## config.mk

```make
export PLATFORM = sky130hd
export DESIGN_NAME = qam_symbol_mapper
export DESIGN_NICKNAME = d
export VERILOG_FILES = /design/src/rtl/qam_pkg.sv /design/src/rtl/qam_level_lut.sv /design/src/rtl/qam_symbol_mapper.sv
export SDC_FILE = /design/constraint.sdc
export NUM_CORES = 1
export LEC_CHECK = 0
export ABC_AREA = 1
export CAP_MARGIN = 20
export CORE_MARGIN = 8
export CORE_UTILIZATION = 43
export DETAILED_ROUTE_END_ITERATION = 6
export PLACE_DENSITY = 0.85
export SYNTH_ARGS = -nofsm -noshare
export SYNTH_HDL_FRONTEND = slang
export SYNTH_SLANG_ARGS = --single-unit
```

## constraint.sdc

```tcl
create_clock -name clk_filter_sample -period 2.1 [get_ports clk_filter_sample]
set_clock_uncertainty 0.05 [all_clocks]
set_input_delay 0.42 -clock clk_filter_sample [delete_from_list [all_inputs] [get_ports clk_filter_sample]]
set_output_delay 0.42 -clock clk_filter_sample [all_outputs]
set_load 0.01 [all_outputs]
```

## src/rtl/qam_pkg.sv

```systemverilog
// qam_pkg: baud codes, tick masks, Gray level codes and level helper shared by the QAM mapper
package qam_pkg;
    typedef enum logic [1:0] {
        BAUD_9600  = 2'b00,
        BAUD_19200 = 2'b01,
        BAUD_38400 = 2'b10,
        BAUD_76800 = 2'b11
    } baud_e;
    localparam logic [2:0] TICK_MASK_9600  = 3'b111;
    localparam logic [2:0] TICK_MASK_19200 = 3'b011;
    localparam logic [2:0] TICK_MASK_38400 = 3'b001;
    localparam logic [2:0] TICK_MASK_76800 = 3'b000;
    localparam logic [1:0] GRAY_N3 = 2'b00;
    localparam logic [1:0] GRAY_N1 = 2'b01;
    localparam logic [1:0] GRAY_P1 = 2'b11;
    localparam logic [1:0] GRAY_P3 = 2'b10;

    // tick fires when every phase-counter bit selected by the mask is set
    function automatic logic [2:0] tick_mask(input baud_e baud);
        return baud == BAUD_9600  ? TICK_MASK_9600  :
               baud == BAUD_19200 ? TICK_MASK_19200 :
               baud == BAUD_38400 ? TICK_MASK_38400 : TICK_MASK_76800;
    endfunction

    function automatic logic signed [31:0] gray2_level(input logic [1:0] code, input logic signed [31:0] amp);
        logic signed [31:0] amp3;
        amp3 = (amp <<< 1) + amp;
        return code == GRAY_N3 ? -amp3 :
               code == GRAY_N1 ? -amp  :
               code == GRAY_P1 ?  amp  : amp3;
    endfunction
endpackage

```

## src/rtl/qam_level_lut.sv

```systemverilog
// qam_level_lut: 2-bit Gray code to signed 32-bit amplitude level
module qam_level_lut
    import qam_pkg::*;
#(
    parameter logic signed [31:0] AMP = 32'sd8192
) (
    input  logic        [1:0]  code,
    output logic signed [31:0] level
);
    assign level = gray2_level(code, AMP);
endmodule

```

## src/rtl/qam_symbol_mapper.sv

```systemverilog
// qam_symbol_mapper: byte stream to held I/Q QAM levels, one symbol per baud tick of the sample clock
module qam_symbol_mapper
    import qam_pkg::*;
#(
    parameter int                 BPS = 4,
    parameter logic signed [31:0] AMP = 32'sd8192
) (
    input  logic               clk_filter_sample,
    input  logic               rst_n,
    input  logic        [1:0]  baud_rate,
    input  logic        [7:0]  data_in,
    input  logic               data_valid,
    output logic               data_ready,
    output logic signed [31:0] symb_i,
    output logic signed [31:0] symb_q,
    output logic               symb_valid,
    output logic               underrun
);
    localparam logic [3:0] BPS_W = 4'(BPS);

    logic        [2:0]     cnt_q, cnt_d, mask;
    logic        [3:0]     bits_left_q, bits_left_d;
    logic        [7:0]     sreg_q, sreg_d, src;
    logic signed [31:0]    symb_i_q, symb_i_d, symb_q_q, symb_q_d, lvl_i, lvl_q;
    logic                  symb_valid_q, symb_valid_d, underrun_q, underrun_d;
    logic                  tick, have_bits, emit;
    logic        [BPS-1:0] sym;

    assign mask       = tick_mask(baud_e'(baud_rate));
    assign tick       = (cnt_q & mask) == mask;
    assign have_bits  = bits_left_q != 4'd0;
    assign data_ready = !have_bits;
    // an empty shifter on a tick takes the incoming byte directly, so there is no bubble
    assign src        = have_bits ? sreg_q : data_in;
    assign sym        = src[7 -: BPS];
    assign emit       = have_bits || data_valid;

    if (BPS == 4) begin : g_qam16
        qam_level_lut #(.AMP(AMP)) u_lut_i (.code(sym[3:2]), .level(lvl_i));
        qam_level_lut #(.AMP(AMP)) u_lut_q (.code(sym[1:0]), .level(lvl_q));
    end else if (BPS == 2) begin : g_qam4
        assign lvl_i = sym[1] ? AMP : -AMP;
        assign lvl_q = sym[0] ? AMP : -AMP;
    end else begin : g_bad_bps
        $error("qam_symbol_mapper: BPS must be 2 or 4");
    end

    always_comb begin
        cnt_d        = cnt_q + 3'd1;
        sreg_d       = sreg_q;
        bits_left_d  = bits_left_q;
        symb_i_d     = symb_i_q;
        symb_q_d     = symb_q_q;
        symb_valid_d = tick;
        underrun_d   = tick && !emit;
        if (tick) begin
            symb_i_d = emit ? lvl_i : '0;
            symb_q_d = emit ? lvl_q : '0;
            if (emit) begin
                sreg_d      = src << BPS;
                bits_left_d = (have_bits ? bits_left_q : 4'd8) - BPS_W;
            end
        end else if (data_valid && !have_bits) begin
            sreg_d      = data_in;
            bits_left_d = 4'd8;
        end
    end

    always_ff @(posedge clk_filter_sample or negedge rst_n) begin
        if (!rst_n) begin
            cnt_q        <= '0;
            sreg_q       <= '0;
            bits_left_q  <= '0;
            symb_i_q     <= '0;
            symb_q_q     <= '0;
            symb_valid_q <= 1'b0;
            underrun_q   <= 1'b0;
        end else begin
            cnt_q        <= cnt_d;
            sreg_q       <= sreg_d;
            bits_left_q  <= bits_left_d;
            symb_i_q     <= symb_i_d;
            symb_q_q     <= symb_q_d;
            symb_valid_q <= symb_valid_d;
            underrun_q   <= underrun_d;
        end
    end

    assign symb_i     = symb_i_q;
    assign symb_q     = symb_q_q;
    assign symb_valid = symb_valid_q;
    assign underrun   = underrun_q;
endmodule

```

==> impl_metrics.yaml <==
status:
  status: "complete, no violations"
yosys:
  syn_area_per_cell_um2: 7.60
  syn_area_um2: 1590
  netlist-cell-type-count: 22
  synth_warnings: 0
  yosysSeqAreaShare_pct: 31.5
  synth-seq-cells: 20
  synth_cells: 209
clock_network:
  post_cts_buffers: 0
  cts_made_buffers: 3
  cts_hold_buf: 0
  cts_tree: "yes"
  clk_latency_ps: 260
  cts_root_buf: "clkbuf_8"
  cts_max_level: 1
  cts.repair.resized: 0
  clk_pin_slew_ps: 70
  clk_path_buf_depth: 2
  clock_sinks: 20
pwr:
  p_int_mw: 1.41
  power.switching_uw: 960
  p_leak_nw: 0.993
  pwr-share-comb_pct: 61.0
  swShare_pct: 40.4
  p_per_area_nw_per_um2: 1270
  p_clk_share_pct: 12.3
  seqPwrFrac_pct: 26.6
  peakVddDrop_v: 0.000828
  total_power_mw: 2.37
setup_path:
  path_buf_inv: 1
  critPathRequiredTime_ps: 1630
  start_kind: "flip-flop"
  reg2reg_to: "sreg_q[6]$_DFFE_PN0P_"
  cp.arrival_ps: 1510
  cp_max_fo: 18
  rrSetupSlack_ps: 690
  reg2reg_depth: 8
  worstSetupPathType: "flip-flop to output port"
  reg2reg_from: "bits_left_q[3]$_DFFE_PN0P_"
  crit_path_max_incr_delay_ps: 630
  crit_slowest_cell: "clkdlybuf4s50_1"
  cp_cell_sequence: "clkdlybuf4s50_1"
  critPathCaptureType: "output port"
  crit_family: "buffers and inverters"
detailed_routing:
  dr.pass1.iters: 4
  wl_per_cell_um: 11.4
  routed_wl_um: 3190
  drc: 0
  vias_per_cell: 4.25
  drtAntennaViolNets: 0
  num_vias: 1186
  initialDrtViolationCount: 35
cells_and_area:
  drive_above_1_share_pct: 9.52
  area_delta_synth_final_pct: 17.3
  utilization_pct: 51.7
  final_cells: 279
  seq_area_um2: 502
  fillers: 356
  multiInputGateArea_um2: 629
  nets: 246
  antennaDiodeCount: 0
sta:
  fin_crit_sh_pct: 94.1
  finalHoldViolations: 0
  maxSlewViolCount: 0
  tns_ps: 0
  grt_setup_unrepaired: "false"
  period_needed_ps: 1980
  fmax_ghz: 0.506
  setup_viol: 0
  setup_slack_ps: 125
min_path:
  min_from: "symb_q[14]$_DFFE_PN0N_"
  min_path_type: "flip-flop to flip-flop"
  whs_path_depth: 2
  hold-path-endpoint: "symb_q[14]$_DFFE_PN0N_"
placement:
  gp_congestion: 0.825
  place_ws_ps: 252
  port_buffers: 53
  post-dp-hpwl_um: 2540
  dp.cells: 275
grt:
  gr-total-overflow: 0
  grt_usage_pct: 10.5
  grt_pass1_wl_um: 5220
  grt_max_degree: 21
  first_global_vias: 1141
  antenna_found_initial: 0
floorplan:
  die_w_um: 76.8
  fp-row-count: 22
  initial_core_util_pct: 44.1
  core-area_um2: 3610
  die_area_um2: 5900
  ios: 80
  dieHeight_um: 76.8
job:
  max-cap-violations: 0
layer usage:
layer | vias up | wire (µm) | part of all wire [%] | GRT usage (%)
met1 | 514 | 1240 | 39 | 10.1
met3 | 4 | 460 | 14 | 6.88
li1 | 595 | - | - | -
met5 | - | 0 | 0 | 0
met4 | 0 | 31 | 0.97 | 3.08
met2 | 73 | 1460 | 46 | 17.8
worst max-delay path by stage:
stage | from | to | slack [ps] | cells after the start
detailed placement | baud_rate[0] | sreg_q[7]$_DFFE_PN0P_ | 250 | 7
floorplan | symb_i[30]$_DFFE_PN0N_ | symb_i[16] | 820 | 1
CTS | symb_i[30]$_DFFE_PN0N_ | symb_i[16] | 70 | 1
finish | symb_q[30]$_DFFE_PN0N_ | symb_q[23] | 120 | 1
global placement | baud_rate[0] | sreg_q[7]$_DFFE_PN0P_ | 300 | 7
global route | symb_q[30]$_DFFE_PN0N_ | symb_q[21] | 20 | 1
cells in the final DEF (no fill, tap or decap), types with 2 or more instances in the layout:
master / synthesis / layout
nand3_2: 2 / 2
dfrtp_1: 20 / 19
nand2_4: 4 / 4
buf_4: 60 / 3
nand2_1: 75 / 75
a21oi_1: 2 / 2
nor2_1: 2 / 2
inv_2: 3 / 3
nand4_1: 4 / 4
conb_1: 1 / 26
nand3_1: 11 / 11
clkdlybuf4s50_1: 0 / 53
inv_1: 13 / 13
clkbuf_8: 0 / 4
o21ai_0: 2 / 2
cells by family (layout without fill, tap and decap cells):
group | Yosys count | count (layout) | synth area share [%]
xor gates and xnor gates | 1 | 1 | 0.551
adders and majority gates | 1 | 1 | 0.787
buffers and inverters | 80 | 77 | 34.8
other | 1 | 26 | 0.236
and+or+nand+nor | 100 | 100 | 29.3
DFF | 20 | 20 | 31.5
AOI/OAI and AO/OA | 6 | 6 | 2.84
registers in the layout (all words and copies together), names as in the netlist:
name	cells
bits_left_q	2
symb_q	2
symb_valid	1
underrun	1
cnt_q	3
symb_i	3
sreg_q	8
Yosys cell counts (all sizes together):
library cell   n  area share, %
nor2           3            1.2
conb           1           0.24
buf           63             31
xor2           1           0.55
nand2         80             22
a21oi          2           0.63
clkinv         1           0.31
nand4          4            1.6
dfrtp         20             31
o21ai          4            2.2
ha             1           0.79
nand3         13            4.7
inv           16            3.8
worst min-delay path, cell delays in order, from the launching register on:
cell and delay (ps):
dfrtp_1 350, nand2_1 50, nand2_1 50
layout make-up:
class / count / share of cell area [%]
multi-input combinational: 134 / 33.8
tap: 48 / 3.22
clock buffer: 4 / 2.95
timing repair buffer: 56 / 29.7
inverter: 17 / 3.49
sequential: 20 / 26.9
metrics by stage:
step	cell area, µm²	hold WS (ps)
floorplan	1680	74.4
global placement	1810	407
global route	1860	443
CTS	1860	427
finish	1860	428
detailed placement	1810	408
power groups by stage:
stage / clock network (mW) / logic, mW / registers [mW]
floorplan: 0 / 1.11 / 0.639
global placement: 0 / 1.44 / 0.629
detailed placement: 0 / 1.46 / 0.641
CTS: 0.296 / 1.46 / 0.634
global route: 0.318 / 1.58 / 0.656
finish: 0.293 / 1.45 / 0.632
No activity file was read; power rests on OpenSTA's default activity.
==> RTL edit 1: new RTL, config.mk and constraints unchanged <==
`BPS`: 4 -> 2.
--- a/src/rtl/qam_symbol_mapper.sv
+++ b/src/rtl/qam_symbol_mapper.sv
@@ -4,3 +4,3 @@
 #(
-    parameter int                 BPS = 4,
+    parameter int                 BPS = 2,
     parameter logic signed [31:0] AMP = 32'sd8192
Function: changed (Yosys sat finds a counterexample within 4 cycles, from zero or initial values and one cycle with rst_n low).
==> RTL edit 1 against the unedited design <==
Critical path type unchanged; hold slack worse by 0.047 ns; count of clock-buffer cells in the layout stayed put; sequential cell count is 1 lower; routed wire length is 3.5% higher; design area is 5.3% lower; worst setup slack better by 0.056 ns; power is 4.4% lower; synthesized area is 4.8% lower.
==> RTL edit 1: results <==
[worst_setup_path]
worstPathArrival_ns = 1.45
cp_slowest_stage_delay_ns = 0.61
rrSetupSlack_ns = 0.56
cp_max_fo = 19

[detailed_routing]
drt_iter0_drc = 29
wl_per_cell_um = 12.6
avgViaCountPerCell = 4.35
vias = 1139
met3WireLength_um = 401

[hold_path]
hold_class = input pin to async pin

[yosys]
yosysSeqAreaShare_pct = 31.4
synth_compound_area_share_pct = 3.64
synthCells = 195

[cells_and_area]
inv_count = 18
sh_seq_area_pct = 27.1
bufAreaShareNonClock_pct = 31.7
multi_input_area_share_pct = 32.5
drive_gt1_share_pct = 9.72
fillers = 340

[clock_tree]
path_clk_slew_ns = 0.12
clk_latency_ns = 0.30
cts_root_buffer = clkbuf_4

[grt]
grt_util_all_layers_pct = 10.5
grt_start_max_net_pins = 20
grt_pass1_wl_mm = 4.80

[placed_design]
gp_congestion = 0.841
dp_hpwl_mm = 2.61

[outcome]
outcome = finished clean

[timing]
holdWs_ns = 0.381
==> RTL edit 1: cell types whose count changed in the layout (fill, tap and decap cells not counted), sizes merged, moves of 2 or more <==
cell	change
nand2	-27
nand3	+5
a21oi	-2
a31oi	+2
nor2	+2
==> RTL edit 1: power breakdown <==
part           internal, µW  switching (µW)
clock                  74.1             118
combinational           769             687
sequential              476             145
total                  1320             950
==> RTL edit 1: worst max-delay path by stage <==
stage / from / endpoint / slack [ns] / cells after the start
after floorplan: symb_i[30]$_DFFE_PN0N_ / symb_i[15] / 0.80 / 1
after global placement: baud_rate[0] / bits_left_q[3]$_DFFE_PN0P_ / 0.27 / 7
after detailed placement: baud_rate[0] / bits_left_q[3]$_DFFE_PN0P_ / 0.19 / 7
after CTS: symb_i[30]$_DFFE_PN0N_ / symb_i[30] / 0.15 / 1
after global routing: symb_i[30]$_DFFE_PN0N_ / symb_i[20] / 0.1 / 1
final: symb_i[30]$_DFFE_PN0N_ / symb_i[17] / 0.18 / 1
==> RTL edit 2: new RTL, same flow settings <==
Made on the original files. Add an input register stage for `baud_rate`; this delays it by one clock. The other inputs are not delayed to match.
--- a/src/rtl/qam_symbol_mapper.sv
+++ b/src/rtl/qam_symbol_mapper.sv
@@ -20,2 +20,8 @@
 
+    logic        [1:0] baud_rate_q;
+
+    always_ff @(posedge clk_filter_sample) begin
+        baud_rate_q <= baud_rate;
+    end
+
     logic        [2:0]     cnt_q, cnt_d, mask;
@@ -28,3 +34,3 @@
 
-    assign mask       = tick_mask(baud_e'(baud_rate));
+    assign mask       = tick_mask(baud_e'(baud_rate_q));
     assign tick       = (cnt_q & mask) == mask;
Behaviour: not the same (Yosys sat finds a counterexample within 4 cycles, from zero or initial values and one cycle with rst_n low).
==> RTL edit 2 against the unedited design <==
Global-route usage down 0.43 points; design area grew 2.1%; sequential cell count up 2; largest cell class unchanged; non-clock buffer count is the same; power up 1.8%; worst setup slack got worse by 0.0053 ns; routed wire length fell by 1.7%; synthesized area is 2.5% higher.
==> RTL edit 2: results <==
[worst_setup_path]
timing.rr.start = bits_left_q[2]$_DFFE_PN0P_
rrSetupSlack_ns = 0.63

[cells_and_area]
final_nets = 248
sh_seq_area_pct = 28.4
clock_cell_area_share_pct = 2.89
bufAreaShareNonClock_pct = 29.0
final_area_um2 = 1900
drive_gt1_share_pct = 9.44

[detailed_routing]
wl_met1_mm = 1.30
met3WireLength_um = 451
avgViaCountPerCell = 4.21
routed_wl_mm = 3.14
wl_per_cell_um = 11.2

[yosys]
synthTopCellsByArea = dfrtp_1, buf_4, nand2_1
async_flop_share_pct = 90.9
ys_ff_latch = 22
avgSynthCellArea_um2 = 7.72

[grt]
grt_util_all_layers_pct = 10.0
grt_util_met2_pct = 15.7
first_global_vias = 1107
gr-usage-met1_pct = 11.7
met3_usage_pct = 4.26

[placed_design]
place_inst = 277
placed_area_um2 = 1850
dp_slack_ns = 0.369

[power_and_ir_drop]
p_seq_uw = 674
irDropWorstVdd_uv = 511
p_int_uw = 1450
power.leakage_uw = 0.00101

[outcome]
outcome = finished clean
## RTL edit 2: cell count changes after synthesis
cell / before / now
dfxtp_1: 0 / 2
## RTL edit 2: cells by family (layout without fill, tap and decap cells)
kind of cell,after synthesis,in the layout,share of synthesized area [%]
and+or+nand+nor,100,100,28.6
buffers and inverters,80,77,33.9
DFF,22,22,33.2
AOI/OAI and AO/OA,6,6,2.77
adders and majority gates,1,1,0.768
other,1,26,0.230
xor gates and xnor gates,1,1,0.538
## RTL edit 2: worst max path at each step
stage                  to  slack, ns  depth (start not counted)
2_1_floorplan  symb_i[16]       0.82                          1
3_3_place_gp   symb_i[25]       0.41                          1
3_5_place_dp   symb_i[25]       0.37                          1
4_1_cts        symb_i[25]       0.07                          1
5_1_grt        symb_q[26]     0.0002                          1
6_report       symb_q[22]       0.12                          1
## RTL edit 2: timing repair
action / CTS / global route
gates resized for setup: 0 / 1
endpoints found under the setup margin: 0 / 17
hold buffers: 0 / 0
endpoints found under the hold margin: 0 / 0
